$ cat src/rtl/filter_pkg.sv
// Shared widths, FSM state type and word popcount for the row filter / BRAM writer chain.
package filter_pkg;

    localparam int unsigned ROW_BITS      = 512;
    localparam int unsigned WORD_BITS     = 32;
    localparam int unsigned WORDS_PER_ROW = 16;
    localparam int unsigned ROW_IDX_W     = 9;
    localparam int unsigned BRAM_ADDR_W   = 13;
    localparam int unsigned WORD_IDX_W    = 4;
    localparam int unsigned POP_W         = 10;

    typedef enum logic [2:0] {
        StIdle,
        StLatch,
        StWrReq,
        StWrWait,
        StDone
    } state_e;

    function automatic logic [5:0] popcount32(input logic [WORD_BITS-1:0] w);
        logic [5:0] c;
        c = '0;
        for (int i = 0; i < 32; i++) begin
            c = c + {5'b0, w[i]};
        end
        return c;
    endfunction

endpackage

$ cat src/rtl/conn_neigh_filter_512.sv
// Combinational neighbour filter: keeps a set pixel of row N only if enough of its five
// neighbours (left/right in row N, left/centre/right in row N+1) are set.
module conn_neigh_filter_512
    import filter_pkg::*;
#(
    parameter int unsigned MIN_NEIGH = 1
) (
    input  logic [ROW_BITS-1:0] i_r1,
    input  logic [ROW_BITS-1:0] i_r2,
    output logic [ROW_BITS-1:0] o_out
);

    if (MIN_NEIGH > 5) begin : g_min_neigh_chk
        $error("conn_neigh_filter_512: MIN_NEIGH must be 0..5");
    end

    localparam logic [2:0] MinNb = 3'(MIN_NEIGH);

    // One zero bit on each side so the edges see no neighbour and nothing wraps.
    logic [ROW_BITS+1:0] r1_pad;
    logic [ROW_BITS+1:0] r2_pad;
    logic [2:0]          nb;

    assign r1_pad = {1'b0, i_r1, 1'b0};
    assign r2_pad = {1'b0, i_r2, 1'b0};

    always_comb begin
        o_out = '0;
        nb    = '0;
        for (int i = 0; i < ROW_BITS; i++) begin
            nb = {2'b0, r1_pad[i]} + {2'b0, r1_pad[i+2]} +
                 {2'b0, r2_pad[i]} + {2'b0, r2_pad[i+1]} + {2'b0, r2_pad[i+2]};
            o_out[i] = r1_pad[i+1] && (nb >= MinNb);
        end
    end

endmodule

$ cat src/rtl/row_pair_filter_wr.sv
// Filters row N against rows N/N+1, then writes the result as 16 words to BRAM through the
// write controller, reporting the number of kept pixels.
module row_pair_filter_wr
    import filter_pkg::*;
#(
    parameter int unsigned MIN_NEIGH     = 1,
    parameter int unsigned WORDS_PER_ROW = 16
) (
    input  logic                   i_clk,
    input  logic                   i_rstn,
    input  logic                   i_trig,
    output logic                   o_done,
    input  logic [ROW_BITS-1:0]    i_1st_row_512b,
    input  logic [ROW_BITS-1:0]    i_2nd_row_512b,
    input  logic [ROW_IDX_W-1:0]   i_wr_row_num,
    output logic [POP_W-1:0]       o_pop_cnt,
    output logic [BRAM_ADDR_W-1:0] o_wr_to_bram_addr,
    output logic [WORD_BITS-1:0]   o_wr_to_bram_data,
    output logic                   o_wr_to_bram_trig,
    input  logic                   i_wr_to_bram_done
);

    if (WORDS_PER_ROW != filter_pkg::WORDS_PER_ROW) begin : g_words_chk
        $error("row_pair_filter_wr: WORDS_PER_ROW is fixed by the BRAM map");
    end

    localparam logic [WORD_IDX_W-1:0] LastWord = WORD_IDX_W'(WORDS_PER_ROW - 1);

    logic [ROW_BITS-1:0]    filt;
    state_e                 state_q, state_d;
    logic [ROW_BITS-1:0]    row_q, row_d;
    logic [ROW_IDX_W-1:0]   row_num_q, row_num_d;
    logic [WORD_IDX_W-1:0]  word_idx_q, word_idx_d;
    logic [POP_W-1:0]       acc_q, acc_d;
    logic [POP_W-1:0]       pop_q, pop_d;
    logic [BRAM_ADDR_W-1:0] addr_q, addr_d;
    logic [WORD_BITS-1:0]   data_q, data_d;
    logic                   trig_q, trig_d;
    logic                   done_pre_q, done_pre_d;

    conn_neigh_filter_512 #(
        .MIN_NEIGH(MIN_NEIGH)
    ) u_filt (
        .i_r1 (i_1st_row_512b),
        .i_r2 (i_2nd_row_512b),
        .o_out(filt)
    );

    always_comb begin
        state_d    = state_q;
        row_d      = row_q;
        row_num_d  = row_num_q;
        word_idx_d = word_idx_q;
        acc_d      = acc_q;
        pop_d      = pop_q;
        addr_d     = addr_q;
        data_d     = data_q;
        trig_d     = trig_q;
        done_pre_d = done_pre_q;
        unique case (state_q)
            StIdle: begin
                done_pre_d = 1'b0;
                trig_d     = 1'b0;
                if (i_trig) state_d = StLatch;
            end
            StLatch: begin
                row_d      = filt;
                row_num_d  = i_wr_row_num;
                word_idx_d = '0;
                acc_d      = '0;
                state_d    = StWrReq;
            end
            StWrReq: begin
                // Controller done must return to zero before the next request.
                if (!i_wr_to_bram_done) begin
                    addr_d  = {row_num_q, word_idx_q};
                    data_d  = row_q[{word_idx_q, 5'b0} +: WORD_BITS];
                    trig_d  = 1'b1;
                    state_d = StWrWait;
                end
            end
            StWrWait: begin
                if (i_wr_to_bram_done) begin
                    trig_d = 1'b0;
                    acc_d  = acc_q + POP_W'(popcount32(data_q));
                    if (word_idx_q == LastWord) begin
                        pop_d      = acc_d;
                        done_pre_d = 1'b1;
                        state_d    = StDone;
                    end else begin
                        word_idx_d = word_idx_q + 1'b1;
                        state_d    = StWrReq;
                    end
                end
            end
            StDone: begin
                done_pre_d = 1'b1;
                if (!i_trig) begin
                    done_pre_d = 1'b0;
                    state_d    = StIdle;
                end
            end
            default: state_d = StIdle;
        endcase
    end

    always_ff @(posedge i_clk or negedge i_rstn) begin
        if (!i_rstn) begin
            state_q    <= StIdle;
            row_q      <= '0;
            row_num_q  <= '0;
            word_idx_q <= '0;
            acc_q      <= '0;
            pop_q      <= '0;
            addr_q     <= '0;
            data_q     <= '0;
            trig_q     <= 1'b0;
            done_pre_q <= 1'b0;
        end else begin
            state_q    <= state_d;
            row_q      <= row_d;
            row_num_q  <= row_num_d;
            word_idx_q <= word_idx_d;
            acc_q      <= acc_d;
            pop_q      <= pop_d;
            addr_q     <= addr_d;
            data_q     <= data_d;
            trig_q     <= trig_d;
            done_pre_q <= done_pre_d;
        end
    end

    assign o_done            = done_pre_q & i_trig;
    assign o_pop_cnt         = pop_q;
    assign o_wr_to_bram_addr = addr_q;
    assign o_wr_to_bram_data = data_q;
    assign o_wr_to_bram_trig = trig_q;

endmodule

$ cat config.mk
export PLATFORM = sky130hd
export DESIGN_NAME = row_pair_filter_wr
export DESIGN_NICKNAME = d
export VERILOG_FILES = /design/src/rtl/filter_pkg.sv /design/src/rtl/conn_neigh_filter_512.sv /design/src/rtl/row_pair_filter_wr.sv
export SDC_FILE = /design/constraint.sdc
export NUM_CORES = 2
export LEC_CHECK = 0
export BUFFER_PORTS_ARGS = -buffer_cell sky130_fd_sc_hd__buf_2
export CAP_MARGIN = 20
export CORE_MARGIN = 10
export CORE_UTILIZATION = 45
export CTS_CLUSTER_SIZE = 16
export DETAILED_ROUTE_END_ITERATION = 12
export GPL_TIMING_DRIVEN = 0
export PLACE_DENSITY = 0.65
export SLEW_MARGIN = 40
export SYNTH_ARGS = -nofsm -noshare
export SYNTH_HDL_FRONTEND = slang
export SYNTH_SLANG_ARGS = --single-unit
$ cat constraint.sdc
create_clock -name i_clk -period 11.65 [get_ports i_clk]
set_clock_uncertainty 0.05 [all_clocks]
set_input_delay 0.5825 -clock i_clk [delete_from_list [all_inputs] [get_ports i_clk]]
set_output_delay 0.5825 -clock i_clk [all_outputs]
set_load 0.05 [all_outputs]
==> metrics.md <==
| Metric | Value |
|---|---|
| Placement row count | about 150 |
| Final setup viols | 0 |
| Placed cell count | 11200 |
| WHS Path Cells | 3 |
| Post-CTS Setup Repair Bufs | 0 |
| DRT Pass-1 Iters | 5 |
| Worst Hold End | row_num_q[1] |
| Non-Filler Instances | 11430 |
| Slew headroom | 40.69% |
| Total wire length | 286900 um |
| Syn nets | roughly 11000 |
| Clock Sinks | 595 |
| Worst R2R End | o_pop_cnt[8] |
| CTS tree | yes |
| Average vias per placed instance | 5.156 |
| Cell mode on critical path | fa_1 |
| WL per Instance | 25.09 um |
| Die W | between 400 and 500 um |
| Max Root-Sink Buffers | 3 |
| Min-delay src | i_wr_row_num[1] |
| Mapped Cells | about 7900 |
| Pins over their slew limit | 0 |
| Tcrit/Tclk final | between 40% and 50% |
| IO Pins | roughly 1100 |
| Root Buffer | clkbuf_16 |
| Vias in the first global route | approximately 62000 |
| Area Growth Syn to Fin | 15.37% |
| RSZ-0062 raised after global routing | false |
| Slowest-stage cell, CP | fa_1 |
| Pwr dens | around 210 nW/um^2 |
| Critical setup path kind | flip-flop to flip-flop |
| VDD IR max | 1.086 mV |
| Lkg Pwr | approximately 46 nW |
| Initial Util | around 45% |
| WHS | a little over 0.08 ns |
| Crit. End Element | flip-flop |
| Core area | 161100 sq um |
| Worst setup SP type | flip-flop |
| R2R cell count | 16 |
| Arrival @ worst endpoint | ~6 ns |
| Dpl cell area | 81640 sq um |
| Nets | between 10000 and 15000 |
| HPWL after DPL | around 260000 um |
| Worst path max stage delay | approximately 0.56 ns |
| H-tree levels | 3 |
| WP data required | 12.11 ns |
| Drc violations | 0 |
| Fin util | roughly 52% |
| CP Max Fanout | 3 |
| Max_cap viols | 0 |
| Minimum clock period | approximately 5.6 ns |
| Critical Path Source | o_wr_to_bram_data[5] |
| Most used DFF post-synth | dfrtp_1 |
| Yosys reg bits | around 600 |
| Status | complete, no violations |
| Cell Chain, Critical Path | inv_1 -> fa_1 -> inv_1 -> fa_1 -> fa_1 -> fa_1 -> fa_1 -> inv_1 -> fa_1 -> fa_1 -> fa_1 -> nand2b_1 -> a21oi_1 -> o221a_2 -> xnor2_1 -> o21ai_0 |
| Antenna-violating nets left | 0 |
| Leading area contributor after synthesis | fa_1 |
| Total grt overflow | 0 |
| Die Height | ~420 um |
| Slew @ Worst Pin | between 0.8 and 0.9 ns |
| Sequential area share after synthesis | 20.34% |
| RePlAce Congestion | 0.9795 |
| Tightest Hold Check Type | input port to flip-flop |
| Reg2reg start | o_wr_to_bram_data[5] |
| Top cell type's share of synthesized area | 28.66% |
| Final hold vios | 0 |
| Share of post-route cells with drive strength above 1 | around 16% |
| Post-synth EDFFs | 0 |
| Top cells by area, synth | fa_1 29%, dfrtp_1 20%, ha_1 18%, inv_1 13%, o21ai_0 7.1% |
| Fill cells | roughly 15000 |
| Syn_area_per_cell | 9.219 sq um |
| Async S/R FF share, synth | 100.0% |
| Reg2Reg Setup Slack | 6.09 ns |
| Synth Warn # | 0 |
| Initial antenna violation count | approximately 180 |
| Reg clk slew, reported paths | 0.07 ns |
| Final instance area | between 80000 and 90000 sq um |
| Area of the mapped netlist | roughly 73000 sq um |
| First DRT Iteration DRCs | roughly 3800 |
| Synth cell types | 52 |
| IO buf count | ~1100 |
| Total GRT Usage | 31.68% |
| CTS Buf Count | 73 |
| Clk_lat worst skew | approximately 0.66 ns |
| First-pass GRT wire length | approximately 420000 um |
| Die area | about 180000 sq um |
| Vias after detailed routing | just under 60000 |
| Fmax | roughly 180 MHz |
| Largest net degree at the start of global routing | between 100 and 150 |
[placed cells by master, fill, tap and decap left out, drive strengths merged, types with 2 or more instances in the layout]
cell type / instances
a2111oi: 2
a211oi: 6
a21o: 2
a21oi: 33
a22o: 25
a22oi: 11
and3: 3
buf: 1188
bufinv: 9
clkbuf: 182
clkinv: 14
clkinvlp: 5
dfrtp: 595
diode: 98
fa: 1048
ha: 1042
inv: 2599
mux2: 5
mux2i: 35
mux4: 123
nand2: 1102
nand2b: 5
nand3: 16
nand3b: 5
nor2: 14
nor2b: 9
nor3: 7
nor3b: 2
o21a: 3
o21ai: 1047
o221ai: 9
o31ai: 4
or2: 2
or3: 2
xnor2: 7
[layer usage]
layer	global-route usage [%]	wire length, um
met4	19.04	20080
met2	52.37	136600
met5	0	569
met1	37.54	109100
met3	7.242	20520
[state kept, by name, indices dropped and copies added (netlist names)]
register,flops
row_num_q,9
o_wr_to_bram_data,32
done_pre_q,1
state_q,3
o_wr_to_bram_trig,1
word_idx_q,4
o_wr_to_bram_addr,13
o_pop_cnt,10
acc_q,10
row_q,512
[per-stage QoR]
step	setup slack, ns	power (W)	TNS [ns]
2_1_floorplan	6.146	0.01077	0
3_3_place_gp	-2.687	0.01439	-1521.22
3_5_place_dp	6.120	0.01478	0
4_1_cts	6.090	0.01730	0
5_1_grt	5.893	0.01866	0
6_report	6.088	0.01733	0
[Yosys cell counts (3+ instances only)]
master and n:
mux4_2 123, a21oi_1 33, nor2_1 14, buf_2 77
nand2b_1 5, a22o_1 25, nor2b_1 9, nor3_1 6
o21ai_1 5, mux2_2 5, xnor2_1 7, dfrtp_1 595
nand3b_1 5, a22oi_1 11, buf_4 3, buf_6 4
o21ai_0 1042, o31ai_1 4, clkbuf_1 84, ha_1 1042
o21a_1 3, o221ai_1 9, mux2i_1 35, nand2_1 1102
fa_1 1048, and3_1 3, nand3_1 16, inv_1 2593
a211oi_1 6
[worst max-delay path, delay by kind of cell (launching register included)]
family                     cells  cell delay (ns)
DFF                            1             0.35
AOI/OAI and AO/OA              3             0.61
xor gates and xnor gates       1             0.14
buffers and inverters          3             0.21
and+or+nand+nor                1             0.19
adders and majority gates      8             3.90
[logic make-up (layout without fill, tap and decap cells)]
family,count (synthesis),after routing,share of synthesized area (%)
muxes,163,163,4.340
and+or+nand+nor,1171,1171,6.211
other,0,98,0
DFF,595,595,20.34
xor gates and xnor gates,8,8,0.09572
AOI/OAI and AO/OA,1151,1151,8.192
buffers and inverters,2763,3998,14.36
adders and majority gates,2090,2090,46.47
[worst max-delay path by stage]
| stage | to | depth (start not counted) |
|---|---|---|
| 2_1_floorplan | o_pop_cnt[6] | 16 |
| 3_3_place_gp | row_q[508] | 1 |
| 3_5_place_dp | o_pop_cnt[8] | 16 |
| 4_1_cts | o_pop_cnt[8] | 16 |
| 5_1_grt | o_pop_cnt[8] | 16 |
| 6_report | o_pop_cnt[8] | 16 |
[timing repair]
| action | in CTS | in global routing |
|---|---|---|
| setup endpoints to repair | 0 | 0 |
| hold buffers | 1 | 0 |
| endpoints found under the hold margin | 51 | 0 |
| resized for setup | 0 | 0 |
[cell type report]
cell class                 instances  area [sq um]  share of cell area, %
clock inverter                    34         489.2                 0.5792
multi-input combinational       4583         47820                  56.61
timing repair buffer            1103          5723                  6.776
tap                             2160          2703                  3.200
clock buffer                      98          2062                  2.441
buffer                           170         799.5                 0.9466
sequential                       595         14890                  17.63
antenna                           98         245.2                 0.2904
inverter                        2593          9733                  11.52
[where the power goes]
part	switching (W)	leakage (nW)	internal, W
Clock	0.000998	1.24	0.00146
Combinational	0.00653	37.9	0.00431
Sequential	0.000969	6.60	0.00307
Power figures use the tool's default switching activity.
